--- src/rtl/debounce_pkg.sv ---
// Shared types and helpers for the data_debounce block.
package debounce_pkg;

    // Filter FSM states; encoding is fixed so bit 0 marks the two wait states.
    typedef enum logic [1:0] {
        LOW       = 2'b00,
        RISE_WAIT = 2'b01,
        HIGH      = 2'b10,
        FALL_WAIT = 2'b11
    } state_t;

    localparam int unsigned DEFAULT_STABLE_CYCLES = 4;
    localparam int unsigned SYNC_STAGES           = 2;

    // True while the filter is qualifying a candidate level.
    function automatic logic is_wait(state_t s);
        return (s == RISE_WAIT) || (s == FALL_WAIT);
    endfunction

endpackage

--- src/rtl/data_debounce_if.sv ---
// Source bit and conditioned outputs of the debouncer, grouped as one bundle.
interface data_debounce_if;
    logic data_in;
    logic data_out;
    logic rise_pulse;
    logic fall_pulse;
    logic busy;

    // Producer of the raw bit / consumer of the debounced results.
    modport master (
        output data_in,
        input  data_out,
        input  rise_pulse,
        input  fall_pulse,
        input  busy
    );

    // The debouncer itself.
    modport slave (
        input  data_in,
        output data_out,
        output rise_pulse,
        output fall_pulse,
        output busy
    );
endinterface

--- src/rtl/sync_2ff.sv ---
// Two-flop synchronizer for a single asynchronous bit, synchronous active-low reset.
module sync_2ff (
    input  logic clk,
    input  logic reset,
    input  logic d,
    output logic q
);
    logic r_meta;
    logic r_sync;

    // Double-register the input; both stages clear to 0 on reset.
    always_ff @(posedge clk) begin
        if (!reset) begin
            r_meta <= 1'b0;
            r_sync <= 1'b0;
        end else begin
            r_meta <= d;
            r_sync <= r_meta;
        end
    end

    assign q = r_sync;
endmodule

--- src/rtl/data_debounce.sv ---
// Debounces a noisy single-bit source into a clean level with commit pulses.
// Optional build macro DEBOUNCE_SYNC_EN inserts a 2-flop synchronizer ahead of
// the filter (latency STABLE_CYCLES+2); without it data_in must already be
// synchronous to clk (latency STABLE_CYCLES).
module data_debounce
    import debounce_pkg::*;
#(
    parameter  int unsigned STABLE_CYCLES = DEFAULT_STABLE_CYCLES,
    localparam int unsigned CNT_W         = $clog2(STABLE_CYCLES + 1)
) (
    input  logic            clk,
    input  logic            reset,
    data_debounce_if.slave  bus
);
    localparam logic [CNT_W-1:0] CNT_LAST = CNT_W'(STABLE_CYCLES - 1);
    localparam logic [CNT_W-1:0] CNT_ONE  = CNT_W'(1);

    logic             w_s;
    state_t           r_state;
    logic [CNT_W-1:0] r_cnt;
    logic             r_data_out;
    logic             r_rise;
    logic             r_fall;
    logic             r_busy;

`ifdef DEBOUNCE_SYNC_EN
    sync_2ff u_sync (
        .clk   (clk),
        .reset (reset),
        .d     (bus.data_in),
        .q     (w_s)
    );
`else
    assign w_s = bus.data_in;
`endif

    // Filter FSM: a new level commits only after STABLE_CYCLES equal samples.
    always_ff @(posedge clk) begin
        if (!reset) begin
            r_state    <= LOW;
            r_cnt      <= '0;
            r_data_out <= 1'b0;
            r_rise     <= 1'b0;
            r_fall     <= 1'b0;
            r_busy     <= 1'b0;
        end else begin
            r_rise <= 1'b0;
            r_fall <= 1'b0;
            case (r_state)
                LOW: begin
                    if (w_s) begin
                        r_state <= RISE_WAIT;
                        r_cnt   <= CNT_ONE;
                        r_busy  <= 1'b1;
                    end
                end
                RISE_WAIT: begin
                    if (!w_s) begin
                        r_state <= LOW;
                        r_cnt   <= '0;
                        r_busy  <= 1'b0;
                    end else if (r_cnt == CNT_LAST) begin
                        r_state    <= HIGH;
                        r_cnt      <= '0;
                        r_data_out <= 1'b1;
                        r_rise     <= 1'b1;
                        r_busy     <= 1'b0;
                    end else begin
                        r_cnt <= r_cnt + CNT_ONE;
                    end
                end
                HIGH: begin
                    if (!w_s) begin
                        r_state <= FALL_WAIT;
                        r_cnt   <= CNT_ONE;
                        r_busy  <= 1'b1;
                    end
                end
                FALL_WAIT: begin
                    if (w_s) begin
                        r_state <= HIGH;
                        r_cnt   <= '0;
                        r_busy  <= 1'b0;
                    end else if (r_cnt == CNT_LAST) begin
                        r_state    <= LOW;
                        r_cnt      <= '0;
                        r_data_out <= 1'b0;
                        r_fall     <= 1'b1;
                        r_busy     <= 1'b0;
                    end else begin
                        r_cnt <= r_cnt + CNT_ONE;
                    end
                end
                default: begin
                    r_state <= LOW;
                    r_cnt   <= '0;
                    r_busy  <= 1'b0;
                end
            endcase
        end
    end

    assign bus.data_out   = r_data_out;
    assign bus.rise_pulse = r_rise;
    assign bus.fall_pulse = r_fall;
    assign bus.busy       = r_busy;
endmodule

--- src/flat_wrapper.sv ---
// flat-port wrapper written by rule: the top's interface ports become plain ports
module data_debounce_flat import debounce_pkg::*;
#(
    parameter  int unsigned STABLE_CYCLES = DEFAULT_STABLE_CYCLES,
    localparam int unsigned CNT_W         = $clog2(STABLE_CYCLES + 1)
)
  (clk, reset, bus_data_in, bus_data_out, bus_rise_pulse, bus_fall_pulse, bus_busy);
  data_debounce_if bus_i ();
  input  logic clk;
  input  logic reset;
  input wire logic [$bits(bus_i.data_in)-1:0] bus_data_in;
  output wire logic [$bits(bus_i.data_out)-1:0] bus_data_out;
  output wire logic [$bits(bus_i.rise_pulse)-1:0] bus_rise_pulse;
  output wire logic [$bits(bus_i.fall_pulse)-1:0] bus_fall_pulse;
  output wire logic [$bits(bus_i.busy)-1:0] bus_busy;
  assign bus_i.data_in = bus_data_in;
  assign bus_data_out = bus_i.data_out;
  assign bus_rise_pulse = bus_i.rise_pulse;
  assign bus_fall_pulse = bus_i.fall_pulse;
  assign bus_busy = bus_i.busy;
  data_debounce #(.STABLE_CYCLES(STABLE_CYCLES)) u_core (.clk(clk), .reset(reset), .bus(bus_i));
endmodule
--- config.mk ---
export PLATFORM = sky130hd
export DESIGN_NAME = data_debounce_flat
export DESIGN_NICKNAME = d
export VERILOG_FILES = /design/src/rtl/debounce_pkg.sv /design/src/rtl/data_debounce_if.sv /design/src/rtl/sync_2ff.sv /design/src/rtl/data_debounce.sv /design/src/flat_wrapper.sv
export SDC_FILE = /design/constraint.sdc
export NUM_CORES = 1
export LEC_CHECK = 0
export BUFFER_PORTS_ARGS = -buffer_cell sky130_fd_sc_hd__buf_2
export CAP_MARGIN = 30
export CORE_AREA = 10 10 47 49
export DETAILED_ROUTE_END_ITERATION = 6
export DIE_AREA = 0 0 57 59
export PLACE_DENSITY = 0.47
export SYNTH_ARGS = -nofsm -noshare
export SYNTH_HDL_FRONTEND = slang
export SYNTH_SLANG_ARGS = --single-unit
--- constraint.sdc ---
create_clock -name clk -period 2.6 [get_ports clk]
set_input_delay 0.13 -clock clk [delete_from_list [all_inputs] [get_ports clk]]
set_output_delay 0.13 -clock clk [all_outputs]
set_load 0.005 [all_outputs]
Yosys cells after proc, flatten, opt, wreduce, memory -nomap -nowiden
Cells that the tools add are included.

storage, ports and cells
  register bits = 9
  latch bits = 0
  memory bits (writable) = 0
  bits in read-only memories = 0
  input port bits = 3
  output and inout bits = 4
  word-level logic and storage cells = 53
  memories kept = 0

operators by class
  add/subtract/negate cells = 1
  multiply operators = 0
  divide/modulo/power cells = 0
  order comparisons = 0
  eq/ne operators = 12
  shift operators = 0
  mux-type cells = 25
  bitwise operators = 2
  reduce and logical (&&, ||, !) cells = 7

operator list
  kind                                                             number
  3-bit two-way mux                                                5
  2-bit two-way mux                                                6
  3-bit one-hot mux with 4 select lines                            1
  1-bit two-way mux                                                10
  2-bit != test, second input constant                             4
  2-bit one-hot mux with 4 select lines                            1
  3-bit by 2-bit != test with 1-bit output, second input constant  2
  5-bit AND reduction                                              1
  2-bit == test, second input constant                             2
  2-bit by 1-bit != test with 1-bit output, second input constant  2
  1-bit one-hot mux with 4 select lines                            1
  4-bit AND reduction                                              1
  3-bit by 1-bit adder with 3-bit output, second input constant    1
  3-bit by 2-bit == test with 1-bit output, second input constant  1
  3-bit AND reduction                                              1
  3-bit OR reduction                                               1
  2-bit by 1-bit == test with 1-bit output, second input constant  1
  2-bit logical NOT                                                1
  1-bit inverter                                                   2
  1-bit one-hot mux with 2 select lines                            1
  2-bit AND reduction                                              1
  2-bit nonzero test                                               1

Logic depth before layout (Yosys ltp)
Gate-level depths: netlist (run 1).

  depth after elaboration = 4
  mapped depth = 4
  depth with buffers taken out = 4

Worst setup path after synthesis (run 1)
No wires, ideal clock.

  kind = reg2reg
  start = register with a tool-made name
  end = register u_core.r_cnt[1]
  setup time = 70 ps
  data arrival time = 1036 ps
  data required time = 2530 ps
  path slack = 1494 ps
  stages on the path, launching flop included = 4
  path buffers = 0
  clock period less this slack = 1106 ps
  cells stage by stage = dfxtp_1 xor2_2 or3b_1 a21boi_1

RTL lines
  what                  line                 text
  to (signal assigned)  data_debounce.sv:69  r_cnt <= r_cnt + CNT_ONE;
  to (signal assigned)  data_debounce.sv:91  r_cnt <= r_cnt + CNT_ONE;
  to (decl)             data_debounce.sv:20  logic [CNT_W-1:0] r_cnt;

==> run summary, run 1 <==
DIE WIDTH: 57 um
Combinational Power Share: 0.069
DR WL/cell: 11.9 um
maxcap violations: 0
Rows: 14
Yosys cell types: 20
final std cells w/o fill: 63
Post CTS Setup Buffer Count: 0
period utilization: 0.454
antenna viol nets, final: 0
CTS root buffer: clkbuf_4
total global-route track usage: 0.0481
fin util: 0.322
# port buffers: 6
Iter 0 DRT Violations: 3
fin crit period: 1180 ps
met2 WL: 362 um
Worst Skew: 1.69 ps
total number of vias: 297
clk_lat worst skew: 250 ps
net switching share of the total power: 0.218
post_cts resized: 0
P_sw: 59.0 uW
clock power share: 0.387
total die area: 3360 um2
final setup TNS: 0 ps
most common cell after layout, fill and taps aside: dfxtp_1
CP max stage delay: 390 ps
routability cong.: 0.712
leak pwr: 0.000178 uW
Starting Density: 0.268
Fmax: 848 MHz
top layer in use: met3
Power Dens Cells: 598 nW/um2
Layout fillers: 156
final setup fails: 0
share of the synthesized area in the top cell type: 0.480
worst vdd ir: 0.000260 V
CTS Buf Count: 3
commonest cells after routing, fill and taps aside: dfxtp_1 (9), buf_2 (6), nand2_1 (5)
fin. max-slew vios: 0
Worst slew margin: 0.779
DRC Markers: 0
Via density: 4.71
Worst Setup End Kind: register
die height: 59 um
first-pass GRT wire length: 1350 um
Final Cell Area: 452 um2
post-synth top area cell: dfxtp_1
share of post-route cells with drive strength above 1: 0.234
Post-Synthesis Cell Area: 375 um2
Placed Instances: 59
maximum root-to-sink buffer count: 2
vias in the first global route: 343
DP HPWL: 571 um
HP Class: in2reg
I/O Pins: 7
register area: 180 um2
CP Class: reg2reg
status: completed
worst slew pin tran: 331 ps
drt first pass iters: 4
critical path data required time: 2790 ps
hold buffers post-CTS: 0
Yosys warning count: 0
CP Max Fanout: 8
# diodes: 0
DRT met1 WL: 353 um
final net count: 52
clock tree from TritonCTS: built
setup slack, reg-to-reg: 1420 ps
number of synthesized register bits: 9
H-tree depth: 1
ranking of synthesized cells by area: dfxtp_1 (48%), nand2_1 (5.0%), xor2_2 (4.3%)
DR WL met3: 30 um
Slowest-stage cell, CP: or3b_1
Seq/Total Area, Yosys: 0.480
final wirelength: 747 um
Core ar.: 1400 um2
Syn Area/Cell: 10.1 um2
crit path DAT: 1370 ps
RSZ-0062 raised after global routing: no
pin count of the biggest net entering global routing: 10
initial antenna violation count: 0
cells after synthesis: 37
clock-pin slew on the worst setup and hold paths: 60 ps
CP startpoint kind: register
CTS sink cnt: 9
crit-path cells: xor2_2, or3b_1, a21boi_1
Synth-to-Final Area Change: 20.3%
multi-input logic area: 195 um2
Post-Syn Nets: 41
placed inst area: 425 um2
P_int: 211 uW
gr ovfl total: 0
Fin. Hold Viols: 0
Flop pwr share: 0.544
==> through the flow <==
step                worst slack [ps]  power, uW  hold slack [ps]
global route                    1330        284              161
detailed placement              1430        169              417
CTS                             1410        274              144
global placement                1460        169              398
floorplan                       1490        160              206
finish                          1420        270              147
==> critical path, delay by kind of cell (launching register included) <==
kind            cells  cell delay (ps)
flops               1              360
xor+xnor            1              240
simple gates        1              390
compound gates      1              130
==> synthesized netlist by cell type, drive strengths merged <==
cell,number
o21bai,1
a21boi,3
nand3,1
or3b,1
and3,1
xor2,1
and3b,1
dfxtp,9
nand4,1
nor3b,2
a21oi,2
o2111a,1
nand2b,2
ha,1
nand3b,2
or2,1
nand2,5
o211ai,1
o21ai,1
==> power by group through the flow <==
stage / sequential (uW) / combinational, uW / clock, uW
6_report: 147 / 18.6 / 104
5_1_grt: 148 / 21.6 / 114
4_1_cts: 147 / 19.2 / 108
3_5_place_dp: 150 / 18.9 / 0
3_3_place_gp: 150 / 18.6 / 0
2_1_floorplan: 150 / 9.96 / 0
==> per-layer routing <==
metal | up-vias | global-route usage
met1 | 136 | 0.0477
met2 | 7 | 0.0868
met5 | - | 0
met3 | 0 | 0.0193
met4 | 0 | 0.0201
li1 | 154 | -
==> path summary, 6_finish.rpt <==
check,start,end,cells after the start
setup / recovery,register,u_core.r_cnt[1],3
hold / removal,bus_data_in,u_core.bus.fall_pulse,2
setup reg to reg,register,u_core.r_cnt[1],3
hold reg to reg,u_core.r_cnt[2],u_core.r_cnt[2],2
==> kinds of logic (layout without fill, tap and decap cells) <==
| group | Yosys count | count (layout) | synth area share |
|---|---|---|---|
| AOI/OAI and AO/OA | 9 | 9 | 0.170 |
| xor gates and xnor gates | 1 | 1 | 0.0433 |
| adders and majority gates | 1 | 1 | 0.0333 |
| buffers and inverters | 0 | 10 | 0 |
| DFF | 9 | 9 | 0.480 |
| and+or+nand+nor | 17 | 17 | 0.273 |
==> layout make-up <==
cell class	count	share of cell area
repair buffers	6	0.0665
clock buffers	4	0.0582
well taps	16	0.0443
multi-input cells	28	0.432
flip-flops and latches	9	0.399
No activity file was read; power rests on OpenSTA's default activity.
==> run 2: changes to the inputs <==
- ABC_AREA: unset -> 1
- PLACE_DENSITY: 0.47 -> 0.5
- clock period: 2.6 -> 1.04 ns (I/O delays scaled with it)
==> run 2 against run 1 <==
Compared with the run above:
- cell area increased by 9.4%
- critical path type unchanged
- via count is 11% higher
- clock power rose to 2.5 times the previous value
- largest cell class unchanged
- critical path depth grew 1
==> run summary, run 2 <==
register area: 183 um2 (+1.4%)
HP Class: in2reg
Yosys cell types: 17 (-15%)
worst vdd ir: 0.000640 V (+150%)
initial antenna violation count: 0 (unchanged)
Post CTS Setup Buffer Count: 0 (unchanged)
status: completed
synth cell count leaders: nand2_1 (11), dfxtp_1 (9), inv_1 (5)
clock-pin slew on the worst setup and hold paths: 60 ps (about the same)
final net count: 62 (+19%)
I/O Pins: 7 (unchanged)
multi-input logic area: 201 um2 (+3.2%)
Starting Density: 0.275 (+0.00714)
# port buffers: 6 (unchanged)
number of synthesized flops with an enable pin: 0 (unchanged)
Synth Area in XOR/XNOR: 0 (-0.0433)
H-tree depth: 1 (unchanged)
period utilization: 0.925 (+0.471)
DIE WIDTH: 57 um (unchanged)
Fmax: 1040 MHz (+23%)
DR WL/cell: 10.0 um (-16%)
CTS sink cnt: 9 (unchanged)
worst slew pin tran: 192 ps (-139 ps)
final wirelength: 730 um (-2.3%)
maximum root-to-sink buffer count: 2 (unchanged)
CTS root buffer: clkbuf_4
leak pwr: 0.000209 uW (+17%)
Worst Skew: 1.13 ps (-0.564 ps)
simple-gate share of the synthesized area: 0.334 (+0.0611)
Power Dens Cells: 1390 nW/um2 (+130%)
pin count of the biggest net entering global routing: 7 (-3)
Worst Setup End Kind: register
share of post-route cells with drive strength above 1: 0.333 (+0.0993)
mux share of post-synthesis cell area: 0 (unchanged)
clock tree from TritonCTS: built
Layout fillers: 163 (+4.5%)
maxcap violations: 0 (unchanged)
routability cong.: 0.674 (-5.3%)
Syn Area/Cell: 8.56 um2 (-16%)
Worst slew margin: 0.872 (+0.0924)
Core ar.: 1400 um2 (unchanged)
# diodes: 0 (unchanged)
Iter 0 DRT Violations: 6 (+3)
top-count cell post-synth: nand2_1
Fin. Hold Viols: 0 (unchanged)
gr ovfl total: 0 (unchanged)
drt first pass iters: 2 (-2)
DRC Markers: 0 (unchanged)
fin crit period: 962 ps (-217 ps)
CP Class: reg2reg
main combinational cell family by area after synthesis: simple AND/OR/NAND/NOR gates
Synth-to-Final Area Change: 28.2%
compound-cell area share of the yosys netlist: 0.117 (-0.0531)
share of the synthesized area in the top cell type: 0.468 (-0.0125)
Yosys warning count: 0 (unchanged)
most common cell after layout, fill and taps aside: nand2_1
post-synth top area cell: dfxtp_1
Main synth FF type: dfxtp_1
CTS Buf Count: 3 (unchanged)
DP HPWL: 602 um (+5.4%)
fin. max-slew vios: 0 (unchanged)
ranking of synthesized cells by area: dfxtp_1 (47%), nand2_1 (11%), a21oi_1 (5.2%)
CP startpoint kind: register
Rows: 14 (unchanged)
number of synthesized register bits: 9 (unchanged)
final setup TNS: 0 ps (unchanged)
die height: 59 um (unchanged)
CP Max Fanout: 6 (-2)
Post-Synthesis Cell Area: 385 um2 (+2.7%)
Post-Syn Nets: 49 (+20%)
clk_lat worst skew: 260 ps (about the same)
antenna viol nets, final: 0 (unchanged)
vias in the first global route: 330 (-3.8%)
crit path DAT: 1150 ps (-220 ps)
critical path data required time: 1220 ps (-1570 ps)
RSZ-0062 raised after global routing: no
Via density: 4.53 (-3.8%)
commonest cells after routing, fill and taps aside: nand2_1 (10), dfxtp_1 (7), buf_2 (6)
Post-synth ARST share: 0 (unchanged)
Seq/Total Area, Yosys: 0.468 (-0.0125)
total global-route track usage: 0.0519 (+0.00387)
total die area: 3360 um2 (unchanged)
hold_ws: 60.6 ps (-86.1 ps)
cells after synthesis: 45 (+22%)
final setup fails: 0 (unchanged)
adder-cell share of the synthesized area: 0.0325 (-0.000866)
first-pass GRT wire length: 1350 um (+0.52%)
total number of vias: 331 (+11%)
==> run 2: changes by cell type after synthesis, sizes merged, moves of 2 or more <==
cell    previous run  this run
nor2               0         3
nand2b             2         0
nor3               0         2
nand2              5        12
a21boi             3         0
inv                0         5
a21oi              2         4
==> run 2: final timing paths <==
path	from	end	slack, ps	cells after the start
worst max-delay path	u_core.r_cnt[1]	u_core.r_cnt[0]	80	4
worst min-delay path	reset	u_core.bus.busy	60	3
worst max register to register	u_core.r_cnt[1]	u_core.r_cnt[0]	80	4
worst min register to register	u_core.r_cnt[2]	u_core.r_cnt[2]	430	2
==> run 2: report_power, final <==
group / total (uW) / internal, uW / switching, uW
sequential: 364 / 355 / 8.58
combinational: 60.7 / 27.1 / 33.6
clock: 263 / 147 / 115
==> run 2: layer usage <==
metal | vias to the layer above | wire, um | track usage
met5 | - | 0 | 0
met1 | 151 | 303 | 0.0513
li1 | 173 | - | -
met4 | 0 | 8 | 0.0403
met2 | 5 | 377 | 0.0791
met3 | 2 | 41 | 0.0300
==> run 2: what timing repair did <==
item                       CTS  global route
setup endpoints to repair    2             5
cloned                       0             0
resized for setup            1             5
hold buffers                 0             0
pin swaps                    0             1
==> run 2: area by class of cell <==
type	count	share of cell area
Inverter	5	0.0380
Tap cell	16	0.0405
Clock buffer	4	0.0532
Timing Repair Buffer	8	0.0911
Multi-Input combinational cell	31	0.408
Sequential cell	9	0.370
==> run 2: cells by family after synthesis <==
kind of cell / count (synthesis)
simple gates: 22
buf+inv: 5
flops: 9
fa+ha+maj: 1
compound gates: 8
==> run 2: worst max-delay path: stages, from the launching register on <==
cell and delay (ps):
dfxtp_2 330, ha_4 170, nand3_4 110, nand2_1 100, nor3b_2 170
==> run 2: metrics by stage <==
step,total power (uW),util,area [um2],setup WS (ps),instances
global route,723,0.353,494,16.5,73
global placement,430,0.321,450,10.8,69
floorplan,403,-,385,69.0,45
CTS,692,0.342,479,9.09,73
detailed placement,429,0.321,450,6.54,69
finish,687,0.353,494,77.9,73
==> run 3: changes to the inputs <==
- CTS_CLUSTER_SIZE: unset -> 16
- PLACE_DENSITY: 0.5 -> unset
==> run 3 against run 2 <==
Compared with the run above:
- critical endpoint unchanged
- global-route usage down 0.13 points
- die area unchanged
- flip-flop and latch count unchanged
==> run summary, run 3 (synthesis gave the netlist of run 2 again) <==
status: completed
vias in the first global route: 317 (-3.9%)
CTS sink cnt: 9 (unchanged)
total number of vias: 325 (-1.8%)
Iter 0 DRT Violations: 2 (-4)
Rows: 14 (unchanged)
final setup fails: 0 (unchanged)
Worst slew margin: 0.866 (-0.00576)
# port buffers: 6 (unchanged)
commonest cells after routing, fill and taps aside: nand2_1 (9), dfxtp_1 (7), buf_2 (6)
I/O Pins: 7 (unchanged)
CP Max Fanout: 6 (unchanged)
Via density: 4.51 (-0.45%)
worst slew pin tran: 201 ps (+8.62 ps)
met2 WL: 350 um (-7.2%)
Fin. Hold Viols: 0 (unchanged)
Fmax: 1060 MHz (+1.6%)
net switching share of the total power: 0.243 (+0.0135)
initial antenna violation count: 0 (unchanged)
drt first pass iters: 2 (unchanged)
worst vdd ir: 0.000784 V (+22%)
final setup TNS: 0 ps (unchanged)
top layer in use: met4
DP HPWL: 580 um (-3.7%)
share of post-route cells with drive strength above 1: 0.357 (+0.0238)
HP Class: in2reg
setup ws final: 92.8 ps (+14.9 ps)
final wirelength: 809 um (+11%)
DIE WIDTH: 57 um (unchanged)
Post CTS Setup Buffer Count: 0 (unchanged)
clock power share: 0.391 (+0.009)
fin util: 0.352 (-0.000893)
DR WL/cell: 11.2 um (+12%)
clk_lat worst skew: 260 ps (about the same)
critical path data required time: 1230 ps (about the same)
maximum root-to-sink buffer count: 2 (unchanged)
Combinational Power Share: 0.086 (-0.002)
P_sw: 169 uW (+7.5%)
routability cong.: 0.810 (+20%)
Core ar.: 1400 um2 (unchanged)
DR WL met3: 41 um (unchanged)
CTS root buffer: clkbuf_4
fin. max-slew vios: 0 (unchanged)
die height: 59 um (unchanged)
crit path DAT: 1140 ps (about the same)
first-pass GRT wire length: 1300 um (-3.6%)
clock tree from TritonCTS: built
period utilization: 0.911 (-0.0143)
maxcap violations: 0 (unchanged)
Flop pwr share: 0.523 (-0.006)
CP Class: reg2reg
Synth-to-Final Area Change: 27.9%
Power Dens Cells: 1420 nW/um2 (+1.7%)
leak pwr: 0.000204 uW (-2.6%)
final net count: 61 (-1.6%)
fin crit period: 947 ps (-14.9 ps)
P_int: 528 uW (-0.32%)
antenna viol nets, final: 0 (unchanged)
H-tree depth: 1 (unchanged)
gr ovfl total: 0 (unchanged)
DRC Markers: 0 (unchanged)
# diodes: 0 (unchanged)
most common cell after layout, fill and taps aside: nand2_1
CP startpoint kind: register
Setup WS pre-CTS: 8.55 ps (+2.01 ps)
DRT met1 WL: 392 um (+29%)
total global-route track usage: 0.0506 (-0.00128)
total die area: 3360 um2 (unchanged)
CTS Buf Count: 3 (unchanged)
pin count of the biggest net entering global routing: 7 (unchanged)
Starting Density: 0.275 (unchanged)
Worst Skew: 3.85 ps (+2.72 ps)
clock-pin slew on the worst setup and hold paths: 60 ps (about the same)
Worst Setup End Kind: register
run 3: cell types whose count changed in the layout (fill, tap and decap cells not counted):
| cell | change |
|---|---|
| a21oi_1 | -1 |
| a21oi_2 | +1 |
| buf_4 | -1 |
| nand2_1 | -1 |
| nand2_2 | +1 |
run 3: what timing repair did:
item	in CTS	in global routing
resized for setup	1	7
hold buffers	0	0
pin swaps	0	1
endpoints found under the setup margin	1	6
run 3: stage by stage:
step | instance area, um2 | hold slack, ps | cells | total power, uW
final | 493 | 62.6 | 72 | 698
after global routing | 493 | 67.5 | 72 | 728
after CTS | 472 | 59.1 | 72 | 693
after detailed placement | 443 | 336 | 68 | 424
after global placement | 443 | 337 | 68 | 425
after floorplan | 385 | 173 | 45 | 403
run 3: layer usage:
layer | vias to the layer above | GRT usage
met5 | - | 0
met4 | 0 | 0.0503
met3 | 3 | 0.0236
met2 | 8 | 0.0698
met1 | 143 | 0.0549
li1 | 171 | -
run 3: layout make-up:
class | count | area [um2]
clock buffers | 4 | 26.3
multi-input cells | 31 | 208
flip-flops and latches | 9 | 183
inverters | 5 | 18.8
repair buffers | 7 | 37.5
well taps | 16 | 20.0
fillers | 154 | 908
run 3: worst max-delay path: stages (launching register included):
cell and delay [ps]:
dfxtp_2 340, ha_4 170, nand3_4 120, nand2_1 90, nor3b_2 160
run 3: path summary, 6_finish.rpt:
| path | from | endpoint | slack (ps) | depth (start not counted) |
|---|---|---|---|---|
| setup / recovery | u_core.r_cnt[0] | u_core.r_cnt[0] | 90 | 4 |
| setup reg to reg | u_core.r_cnt[0] | u_core.r_cnt[0] | 90 | 4 |
| hold reg to reg | u_core.r_cnt[2] | u_core.r_cnt[2] | 450 | 2 |
| hold / removal | reset | u_core.bus.busy | 60 | 3 |
run 3: power groups by stage:
stage | sequential [uW] | combinational (uW) | clock, uW
finish | 365 | 60.2 | 273
CTS | 362 | 54.9 | 276
floorplan | 370 | 33.6 | 0
global route | 366 | 68.4 | 294
detailed placement | 369 | 54.4 | 0
global placement | 369 | 55.7 | 0
